--- config.mk ---
export PLATFORM = sky130hd
export DESIGN_NAME = alu_result_stage
export DESIGN_NICKNAME = d
export VERILOG_FILES = /design/src/rtl/alu_pkg.sv /design/src/rtl/alu_skid_fifo2.sv /design/src/rtl/alu_result_stage.sv
export SDC_FILE = /design/constraint.sdc
export NUM_CORES = 1
export LEC_CHECK = 0
export BUFFER_PORTS_ARGS = -buffer_cell sky130_fd_sc_hd__buf_2
export CORE_MARGIN = 4
export CORE_UTILIZATION = 45
export CTS_CLUSTER_DIAMETER = 150
export DETAILED_ROUTE_END_ITERATION = 12
export PLACE_DENSITY = 0.74
export SETUP_SLACK_MARGIN = 0.1
export SYNTH_ARGS = -nofsm -noshare
export SYNTH_HDL_FRONTEND = slang
export SYNTH_HIERARCHICAL = 1
export SYNTH_SLANG_ARGS = --single-unit
--- constraint.sdc ---
create_clock -name clk -period 5.7 [get_ports clk]
set_input_delay 1.71 -clock clk [delete_from_list [all_inputs] [get_ports clk]]
set_output_delay 1.71 -clock clk [all_outputs]
set_load 0.1 [all_outputs]
--- src/rtl/alu_pkg.sv ---
`default_nettype none
// ============================================================================
// Module   : alu_pkg
// Purpose  : Shared definitions for the ALU writeback stage: opcode encodings,
//            flag bit positions, the packed buffer entry and the per-opcode
//            flag normalisation helper.
// Contents : OP_ADD..OP_OR       3-bit ALU command encodings
//            FLAG_CARRY..NEG     bit indices into the 4-bit flags field
//            alu_entry_t         {result[31:0], flags[3:0], tag[ALU_TAG_W-1:0]}
//            alu_norm_flags()    flags as stored with an entry
// Revision : 1.0  initial release
// ============================================================================
package alu_pkg;

  localparam logic [2:0] OP_ADD  = 3'd0;
  localparam logic [2:0] OP_SUB  = 3'd1;
  localparam logic [2:0] OP_XOR  = 3'd2;
  localparam logic [2:0] OP_SLT  = 3'd3;
  localparam logic [2:0] OP_AND  = 3'd4;
  localparam logic [2:0] OP_NAND = 3'd5;
  localparam logic [2:0] OP_NOR  = 3'd6;
  localparam logic [2:0] OP_OR   = 3'd7;

  localparam int unsigned FLAG_CARRY = 0;
  localparam int unsigned FLAG_OVF   = 1;
  localparam int unsigned FLAG_ZERO  = 2;
  localparam int unsigned FLAG_NEG   = 3;

  localparam int unsigned ALU_DATA_W  = 32;
  localparam int unsigned ALU_FLAGS_W = 4;
  // Tag width carried by the packed entry; the stage's TAG_W must match it.
  localparam int unsigned ALU_TAG_W   = 5;

  typedef struct packed {
    logic [ALU_DATA_W-1:0]  result;
    logic [ALU_FLAGS_W-1:0] flags;
    logic [ALU_TAG_W-1:0]   tag;
  } alu_entry_t;

  // Only arithmetic ops produce a meaningful carry; SLT keeps overflow
  // (it came from the internal subtract) but its result is a 0/1 boolean,
  // so its sign bit is not reported as negative. Logic ops clear both.
  function automatic logic [ALU_FLAGS_W-1:0] alu_norm_flags(
    input logic [2:0]            op,
    input logic [ALU_DATA_W-1:0] result,
    input logic                  carry,
    input logic                  ovf
  );
    logic [ALU_FLAGS_W-1:0] f;
    f            = '0;
    f[FLAG_ZERO] = (result == '0);
    f[FLAG_NEG]  = result[ALU_DATA_W-1];
    case (op)
      OP_ADD, OP_SUB: begin
        f[FLAG_CARRY] = carry;
        f[FLAG_OVF]   = ovf;
      end
      OP_SLT: begin
        f[FLAG_OVF] = ovf;
        f[FLAG_NEG] = 1'b0;
      end
      default: ;
    endcase
    return f;
  endfunction

endpackage
`default_nettype wire

--- src/rtl/alu_skid_fifo2.sv ---
`default_nettype none
// ============================================================================
// Module   : alu_skid_fifo2
// Purpose  : Generic order-preserving 2-entry valid/ready buffer. The output
//            is driven straight from the head register, so out_data is a
//            flop output and stays stable while out_valid && !out_ready.
// Ports    : clk, rst_n             clock, async active-low reset
//            in_valid/in_ready      upstream handshake (in_ready = count != 2)
//            in_data[W-1:0]         entry to push
//            out_valid/out_ready    downstream handshake (out_valid = count != 0)
//            out_data[W-1:0]        head entry
//            pop                    commit strobe (out_valid && out_ready)
// Revision : 1.0  initial release
// ============================================================================
module alu_skid_fifo2 #(
  parameter int unsigned W = 8
) (
  input  logic         clk,
  input  logic         rst_n,
  input  logic         in_valid,
  output logic         in_ready,
  input  logic [W-1:0] in_data,
  output logic         out_valid,
  input  logic         out_ready,
  output logic [W-1:0] out_data,
  output logic         pop
);

  logic [1:0]   count_q, count_d;
  logic [W-1:0] head_q, head_d;
  logic [W-1:0] tail_q, tail_d;
  logic         push;

  assign in_ready  = (count_q != 2'd2);
  assign out_valid = (count_q != 2'd0);
  assign push      = in_valid && in_ready;
  assign pop       = out_valid && out_ready;
  assign out_data  = head_q;

  always_comb begin
    count_d = count_q;
    head_d  = head_q;
    tail_d  = tail_q;
    case (count_q)
      2'd0: begin
        if (push) begin
          head_d  = in_data;
          count_d = 2'd1;
        end
      end
      2'd1: begin
        case ({push, pop})
          2'b10: begin
            tail_d  = in_data;
            count_d = 2'd2;
          end
          2'b01: count_d = 2'd0;
          // Head leaves and the new entry replaces it in the same cycle.
          2'b11: head_d = in_data;
          default: ;
        endcase
      end
      2'd2: begin
        if (pop) begin
          head_d  = tail_q;
          count_d = 2'd1;
        end
      end
      default: count_d = 2'd0;
    endcase
  end

  always_ff @(posedge clk or negedge rst_n) begin
    if (!rst_n) begin
      count_q <= 2'd0;
      head_q  <= '0;
      tail_q  <= '0;
    end else begin
      count_q <= count_d;
      head_q  <= head_d;
      tail_q  <= tail_d;
    end
  end

endmodule
`default_nettype wire

--- src/rtl/alu_result_stage.sv ---
`default_nettype none
// ============================================================================
// Module   : alu_result_stage
// Purpose  : Registered writeback stage behind the 32-bit ALU. Normalises the
//            ALU flags per opcode at push, buffers up to two results in order,
//            and on every commit updates a status register and a saturating
//            transaction counter.
// Ports    : clk, rst_n                   clock, async active-low reset
//            in_valid/in_ready            upstream handshake
//            in_result, in_carry, in_ovf,
//            in_zero, in_op, in_tag       ALU outputs and destination tag
//            out_valid/out_ready          downstream handshake
//            out_result, out_flags,
//            out_tag                      head entry ({neg, zero, ovf, carry})
//            stat_flags                   flags of the last committed entry
//            op_count                     saturating commit counter
//            ovf_clr, stat_sticky_ovf     sticky overflow clear / status
// Config   : ALU_STICKY_OVF_EN  when defined, stat_sticky_ovf sets on any
//            committed overflow and clears on ovf_clr (set wins). When
//            undefined it is tied to 0 and ovf_clr is ignored.
// Revision : 1.0  initial release
// ============================================================================
module alu_result_stage
  import alu_pkg::*;
#(
  parameter int unsigned TAG_W = ALU_TAG_W,
  parameter int unsigned CNT_W = 16
) (
  input  logic             clk,
  input  logic             rst_n,
  input  logic             in_valid,
  output logic             in_ready,
  input  logic [31:0]      in_result,
  input  logic             in_carry,
  input  logic             in_ovf,
  input  logic             in_zero,
  input  logic [2:0]       in_op,
  input  logic [TAG_W-1:0] in_tag,
  output logic             out_valid,
  input  logic             out_ready,
  output logic [31:0]      out_result,
  output logic [3:0]       out_flags,
  output logic [TAG_W-1:0] out_tag,
  output logic [3:0]       stat_flags,
  output logic [CNT_W-1:0] op_count,
  input  logic             ovf_clr,
  output logic             stat_sticky_ovf
);

  alu_entry_t push_entry;
  alu_entry_t head_entry;
  logic       pop;

  always_comb begin
    push_entry        = '0;
    push_entry.result = in_result;
    push_entry.flags  = alu_norm_flags(in_op, in_result, in_carry, in_ovf);
    push_entry.tag    = in_tag;
  end

  alu_skid_fifo2 #(
    .W ($bits(alu_entry_t))
  ) u_fifo (
    .clk       (clk),
    .rst_n     (rst_n),
    .in_valid  (in_valid),
    .in_ready  (in_ready),
    .in_data   (push_entry),
    .out_valid (out_valid),
    .out_ready (out_ready),
    .out_data  (head_entry),
    .pop       (pop)
  );

  assign out_result = head_entry.result;
  assign out_flags  = head_entry.flags;
  assign out_tag    = head_entry.tag;

  // --------------------------------------------------------------------------
  // Commit-side status and counter
  // --------------------------------------------------------------------------
  logic [3:0]       stat_flags_q, stat_flags_d;
  logic [CNT_W-1:0] op_count_q, op_count_d;

  always_comb begin
    stat_flags_d = stat_flags_q;
    op_count_d   = op_count_q;
    if (pop) begin
      stat_flags_d = head_entry.flags;
      // Saturate rather than wrap so consumers never see the count go back.
      if (op_count_q != '1) begin
        op_count_d = op_count_q + 1'b1;
      end
    end
  end

  always_ff @(posedge clk or negedge rst_n) begin
    if (!rst_n) begin
      stat_flags_q <= '0;
      op_count_q   <= '0;
    end else begin
      stat_flags_q <= stat_flags_d;
      op_count_q   <= op_count_d;
    end
  end

  assign stat_flags = stat_flags_q;
  assign op_count   = op_count_q;

`ifdef ALU_STICKY_OVF_EN
  logic sticky_ovf_q, sticky_ovf_d;

  always_comb begin
    sticky_ovf_d = sticky_ovf_q;
    if (ovf_clr) begin
      sticky_ovf_d = 1'b0;
    end
    // Set is evaluated last so it wins over a same-cycle clear.
    if (pop && head_entry.flags[FLAG_OVF]) begin
      sticky_ovf_d = 1'b1;
    end
  end

  always_ff @(posedge clk or negedge rst_n) begin
    if (!rst_n) begin
      sticky_ovf_q <= 1'b0;
    end else begin
      sticky_ovf_q <= sticky_ovf_d;
    end
  end

  assign stat_sticky_ovf = sticky_ovf_q;
`else
  logic unused_ovf_clr;
  assign unused_ovf_clr  = ovf_clr;
  assign stat_sticky_ovf = 1'b0;
`endif

  // The ALU's own zero flag is redundant with the recomputed one; a
  // disagreement on an accepted push points at an upstream fault.
  a_zero_consistent : assert property (
    @(posedge clk) disable iff (!rst_n)
      (in_valid && in_ready) |-> (in_zero == (in_result == 32'd0))
  );

endmodule
`default_nettype wire

# Word-level counts from Yosys, hierarchy flattened

Index checks and enable logic that the tools add are counted.

Register bits after elaboration: 104
Output and inout port bits: 64
Logic and storage cells: 43

Add/sub/neg operators: 1
Eq/ne operators: 13
Mux-type cells: 11
Reductions and logical operators: 13

Operator list:

| operator                                                        | count |
|---|---|
| 41-bit two-way mux                                              | 3 |
| 41-bit one-hot mux with 3 select lines                          | 1 |
| 32-bit logical NOT                                              | 1 |
| 16-bit by 1-bit adder with 16-bit output, second input constant | 1 |
| 16-bit != test, second input constant                           | 1 |
| 2-bit == test, second input constant                            | 3 |
| 2-bit one-hot mux with 3 select lines                           | 1 |
| 2-bit by 1-bit == test with 1-bit output, second input constant | 2 |
| 2-bit two-way mux                                               | 2 |
| 2-bit by 1-bit != test with 1-bit output, second input constant | 2 |
| 2-bit != test, second input constant                            | 2 |
| 2-bit one-hot mux with 2 select lines                           | 1 |
| 2-bit AND reduction                                             | 2 |
| 4-bit AND reduction                                             | 1 |
| 3-bit by 1-bit == test with 1-bit output, second input constant | 1 |
| 3-bit by 2-bit == test with 1-bit output, second input constant | 1 |
| 3-bit logical NOT                                               | 1 |
| 1-bit two-way mux                                               | 3 |
| 3-bit by 2-bit != test with 1-bit output, second input constant | 1 |
| 3-bit AND reduction                                             | 1 |
| 3-bit nonzero test                                              | 1 |
| 3-bit OR reduction                                              | 1 |
| 1-bit logical AND                                               | 2 |
| 2-bit logical NOT                                               | 1 |
| other kinds (2)                                                 | 2 |

# Logic depth before layout (Yosys ltp)

Word-level depth: 5
Mapped depth: 10
Gate-level depth less buffers: 7

# Hierarchy

The synthesis kept the hierarchy.

By module, submodules not included:

| module           | times used | cells each | area each (sq um) | seq. area each (sq um) |
|---|---|---|---|---|
| alu_skid_fifo2   | 1          | 246        | 3,598.5           | 2,102.0 |
| alu_result_stage | 1          | 101        | 1,052.3           | 500.5 |

# Worst setup path after synthesis

No wires, ideal clock.

Path kind: input-to-reg
Start: input port out_ready
End: register op_count_q[13] (netlist: op_count[13])
Setup time: 0.160 ns
Arrival: 2.997 ns
Path slack: 2.543 ns
Stages on the path: 7
Buffers on the path: 1
Cell sequence: nand2_1 > inv_1 > buf_2 > nand2_1 > nor4_1 > nand4_1 > xnor2_1

Longest elaborated chain between the ends: 2

Ends and longest elaborated chain:

| what                                 | RTL line                | source |
|---|---|---|
| start: declaration                   | alu_result_stage.sv:40  | `input logic out_ready,` |
| 1-bit logical AND                    | alu_skid_fifo2.sv:37    | `assign pop = out_valid && out_ready;` |
| net pop                              | alu_result_stage.sv:52  | `logic pop;` |
| 2-bit AND reduction (no source line) | --                      |  |
| end signal: assignment               | alu_result_stage.sv:103 | `op_count_q <= op_count_d;` |
| end: declaration                     | alu_result_stage.sv:83  | `logic [CNT_W-1:0] op_count_q, op_count_d;` |

The timed path passes the listed nets, and every way through them passes these cells.
A chain may end at the register's enable or synchronous reset.

# Worst setup path in the final report

Start: register u_fifo.count_q[1]
End: output port out_valid

Longest elaborated chain between the ends: 1

Ends and longest elaborated chain:

| what                     | RTL line               | source |
|---|---|---|
| start: declaration       | alu_skid_fifo2.sv:29   | `logic [1:0] count_q, count_d;` |
| start signal: assignment | alu_skid_fifo2.sv:79   | `count_q <= count_d;` |
| 2-bit nonzero test       | alu_skid_fifo2.sv:35   | `assign out_valid = (count_q != 2'd0);` |
| end: declaration         | alu_result_stage.sv:39 | `output logic out_valid,` |

No other way between the ends.

==> impl_metrics.env <==
export IMPL_outcome="completed"
export IMPL_cp_arrival_ns=2.03
export IMPL_tightestPinTransition_ns=1.14
export IMPL_h_tree_depth=3
export IMPL_cts_tree="yes"
export IMPL_n_antenna_cell=0
export IMPL_fin_setup_tns_ns=0
export IMPL_setup_viol=0
export IMPL_r2r_end="u_fifo/out_data[28]"
export IMPL_hold_buffers=0
export IMPL_timing_max_cap_violations=0
export IMPL_antenna_found_initial=0
export IMPL_netlist_area_mm2=0.00465
export IMPL_synth_main_ff_cell="dfrtp_1"
export IMPL_final_hold_viol_count=0
export IMPL_slew_viol_final=0
export IMPL_cp_start_kind="flop"
export IMPL_grt_setup_unrepaired="false"
export IMPL_viasPerCell=5.63
export IMPL_row_count=36
export IMPL_postSynthCellCount=347
export IMPL_wl_per_cell_um=17.3
export IMPL_worstSetupPathDepth=2
export IMPL_track_usage=0.179
export IMPL_post_cts_setup_buffers=0
export IMPL_clk_pin_slew_worst_paths_ns=0.09
export IMPL_drtAntennaViolNets=0
export IMPL_root_buffer="clkbuf_8"
export IMPL_core_area_mm2=0.00991
export IMPL_dp_hpwl_mm=6.71
export IMPL_period_share=0.657
export IMPL_yosys_warnings=6
export IMPL_die_area_mm2=0.0120
export IMPL_grt_pass1_wl_mm=16.4
export IMPL_cts_sinks=104
export IMPL_critical_path_class="reg -> out"
export IMPL_seq_area_frac_synth=0.560
export IMPL_die_w_um=110
export IMPL_avgSynthCellArea_um2=13.4
export IMPL_crit_end="out_valid"
export IMPL_ctsLongestPathBuffers=2
export IMPL_fin_skew_ns=0.00810
export IMPL_r2r_start="u_fifo/count_q[1]"
export IMPL_fin_ws_ns=1.96
export IMPL_synthArstFlopShare=1.00
export IMPL_cts_buffers=9
export IMPL_dr_pass1_iters=4
export IMPL_wirelength_mm=10.0
export IMPL_grt_max_degree=72
export IMPL_drc=0
export IMPL_cpMaxStageDelayCell="dfrtp_2"
export IMPL_path_cells="or2_2 -> buf_2"
export IMPL_area_growth_pct=16.0
export IMPL_ys_types=38
export IMPL_drtIter0Drc=126
export IMPL_r2r_slack_ns=2.55
export IMPL_critPathRequiredTime_ns=3.99
export IMPL_cp_startpoint="u_fifo/count_q[1]"
export IMPL_io_pins=112
export IMPL_grt_remaining_overflow=0
export IMPL_synthesis_nets=399
export IMPL_critPathMaxFanout=48
export IMPL_dpl_instance_area_mm2=0.00520
export IMPL_path_buf_inv=1
export IMPL_die_h_um=110
export IMPL_io_buffers=108
export IMPL_synth_edf_count=0
export IMPL_nNetsFinal=496
export IMPL_hold_path_class="reg -> reg"
export IMPL_drive_above_1_share=0.408
export IMPL_critPathMaxStageDelay_ns=0.97
export IMPL_clock_latency_ns=0.37
export IMPL_num_vias=3279
export IMPL_ys_seq_elements=104
export IMPL_dp_worst_setup_slack_ns=1.91
export IMPL_fin_area_mm2=0.00539
export IMPL_place_congestion=0.741
export IMPL_fin_crit_ns=3.74
export IMPL_cts_resized_gates=0
export IMPL_reg2reg_depth=7
export IMPL_fmax_ghz=0.267
export IMPL_cpLargestDelayFamily="flip-flops"
export IMPL_grt_pass1_vias=3278
export IMPL_slew_headroom=0.240
export IMPL_crit_path_end_kind="primary output"
export IMPL_start_util=0.469
-- placed cells by master (no fill, tap or decap), drive strengths merged --
cell,n
or2,3
nand3b,2
clkinv,5
nand3,5
nor4,10
nand4,11
buf,111
or4b,1
or4,1
and3,4
clkbuf,10
nor3,2
conb,1
inv,2
ha,4
o32a,41
mux2,47
nor2,4
xnor2,8
mux2i,2
o21ai,4
a21oi,3
bufinv,1
and2,1
nor3b,2
nand2,11
o21a,44
and4,1
nor2b,1
nand2b,1
xor2,2
dfrtp,104
-- cells by family after synthesis --
kind of cell | Yosys count | share of synthesized area
fa+ha+maj | 4 | 0.0108
other cells | 1 | 0.000806
xor+xnor | 10 | 0.0188
simple gates | 60 | 0.0772
mux | 49 | 0.122
compound gates | 92 | 0.169
buf+inv | 27 | 0.0420
flops | 104 | 0.560
-- registers in the layout (all words and copies together), names as in the netlist --
register         cells
stat_flags           4
u_fifo/out_data     41
u_fifo/tail_q       41
op_count            16
u_fifo/count_q       2
-- synth_stat cells, drive strengths merged, types with 2 or more instances --
master / count / area (µm²)
nor3b: 2 / 15.0
nor2: 4 / 15.0
clkbuf: 2 / 7.51
a21oi: 3 / 15.0
xnor2: 8 / 70.1
or2: 3 / 18.8
o32a: 41 / 410
mux2: 47 / 533
nor4: 10 / 62.6
ha: 4 / 50.1
nand3: 5 / 25.0
o21a: 44 / 330
nand3b: 2 / 18.8
nand2: 11 / 48.8
mux2i: 2 / 32.5
buf: 23 / 180
dfrtp: 104 / 2600
o21ai: 4 / 31.3
and3: 4 / 25.0
inv: 2 / 7.51
nand4: 11 / 75.1
xor2: 2 / 17.5
nor3: 2 / 10.0
-- per-stage QoR --
step | util | hold slack, ns | cells
finish | 0.544 | 0.490 | 582
global route | 0.544 | 0.509 | 582
CTS | 0.544 | 0.497 | 582
detailed placement | 0.524 | 0.475 | 566
global placement | 0.524 | 0.468 | 566
floorplan | - | 0.480 | 347
-- worst register-to-register path: cells and delay by family, from the launching register on --
family                   cells  cell delay [ns]
buffers and inverters        1             0.33
AO/OA/AOI/OAI                2             1.09
multiplexers                 1             0.09
adder cells (fa/ha/maj)      1             0.27
AND/OR/NAND/NOR              2             0.33
flip-flops                   1             0.97
-- area by class of cell --
class / count / area, µm²
repair buffers: 111 / 566
well taps: 133 / 166
inverters: 2 / 7.51
clock buffers: 10 / 138
fillers: 862 / 4520
clock inverters: 6 / 58.8
flip-flops and latches: 104 / 2600
multi-input cells: 216 / 1850
-- routing by layer --
| layer | part of all wire | GRT usage | routed length [µm] |
|---|---|---|---|
| met1 | 0.44 | 0.233 | 4400 |
| met2 | 0.49 | 0.288 | 4880 |
| met3 | 0.057 | 0.0452 | 577 |
| met4 | 0.018 | 0.0721 | 185 |
| met5 | 0 | 0 | 0 |
-- worst min path at each step --
stage / start / to / cells after the start
after floorplan: u_fifo/tail_q[40] / u_fifo/tail_q[40] / 1
after global placement: u_fifo/out_data[19] / u_fifo/out_data[19] / 1
after detailed placement: u_fifo/out_data[4] / u_fifo/out_data[4] / 1
after CTS: u_fifo/out_data[32] / u_fifo/out_data[32] / 1
after global routing: u_fifo/out_data[34] / u_fifo/out_data[34] / 1
final: u_fifo/out_data[13] / u_fifo/out_data[13] / 1
Power is left out: the tool's default activity adds up to more than one toggle a clock period on the data nets, which glitch-free logic cannot reach.
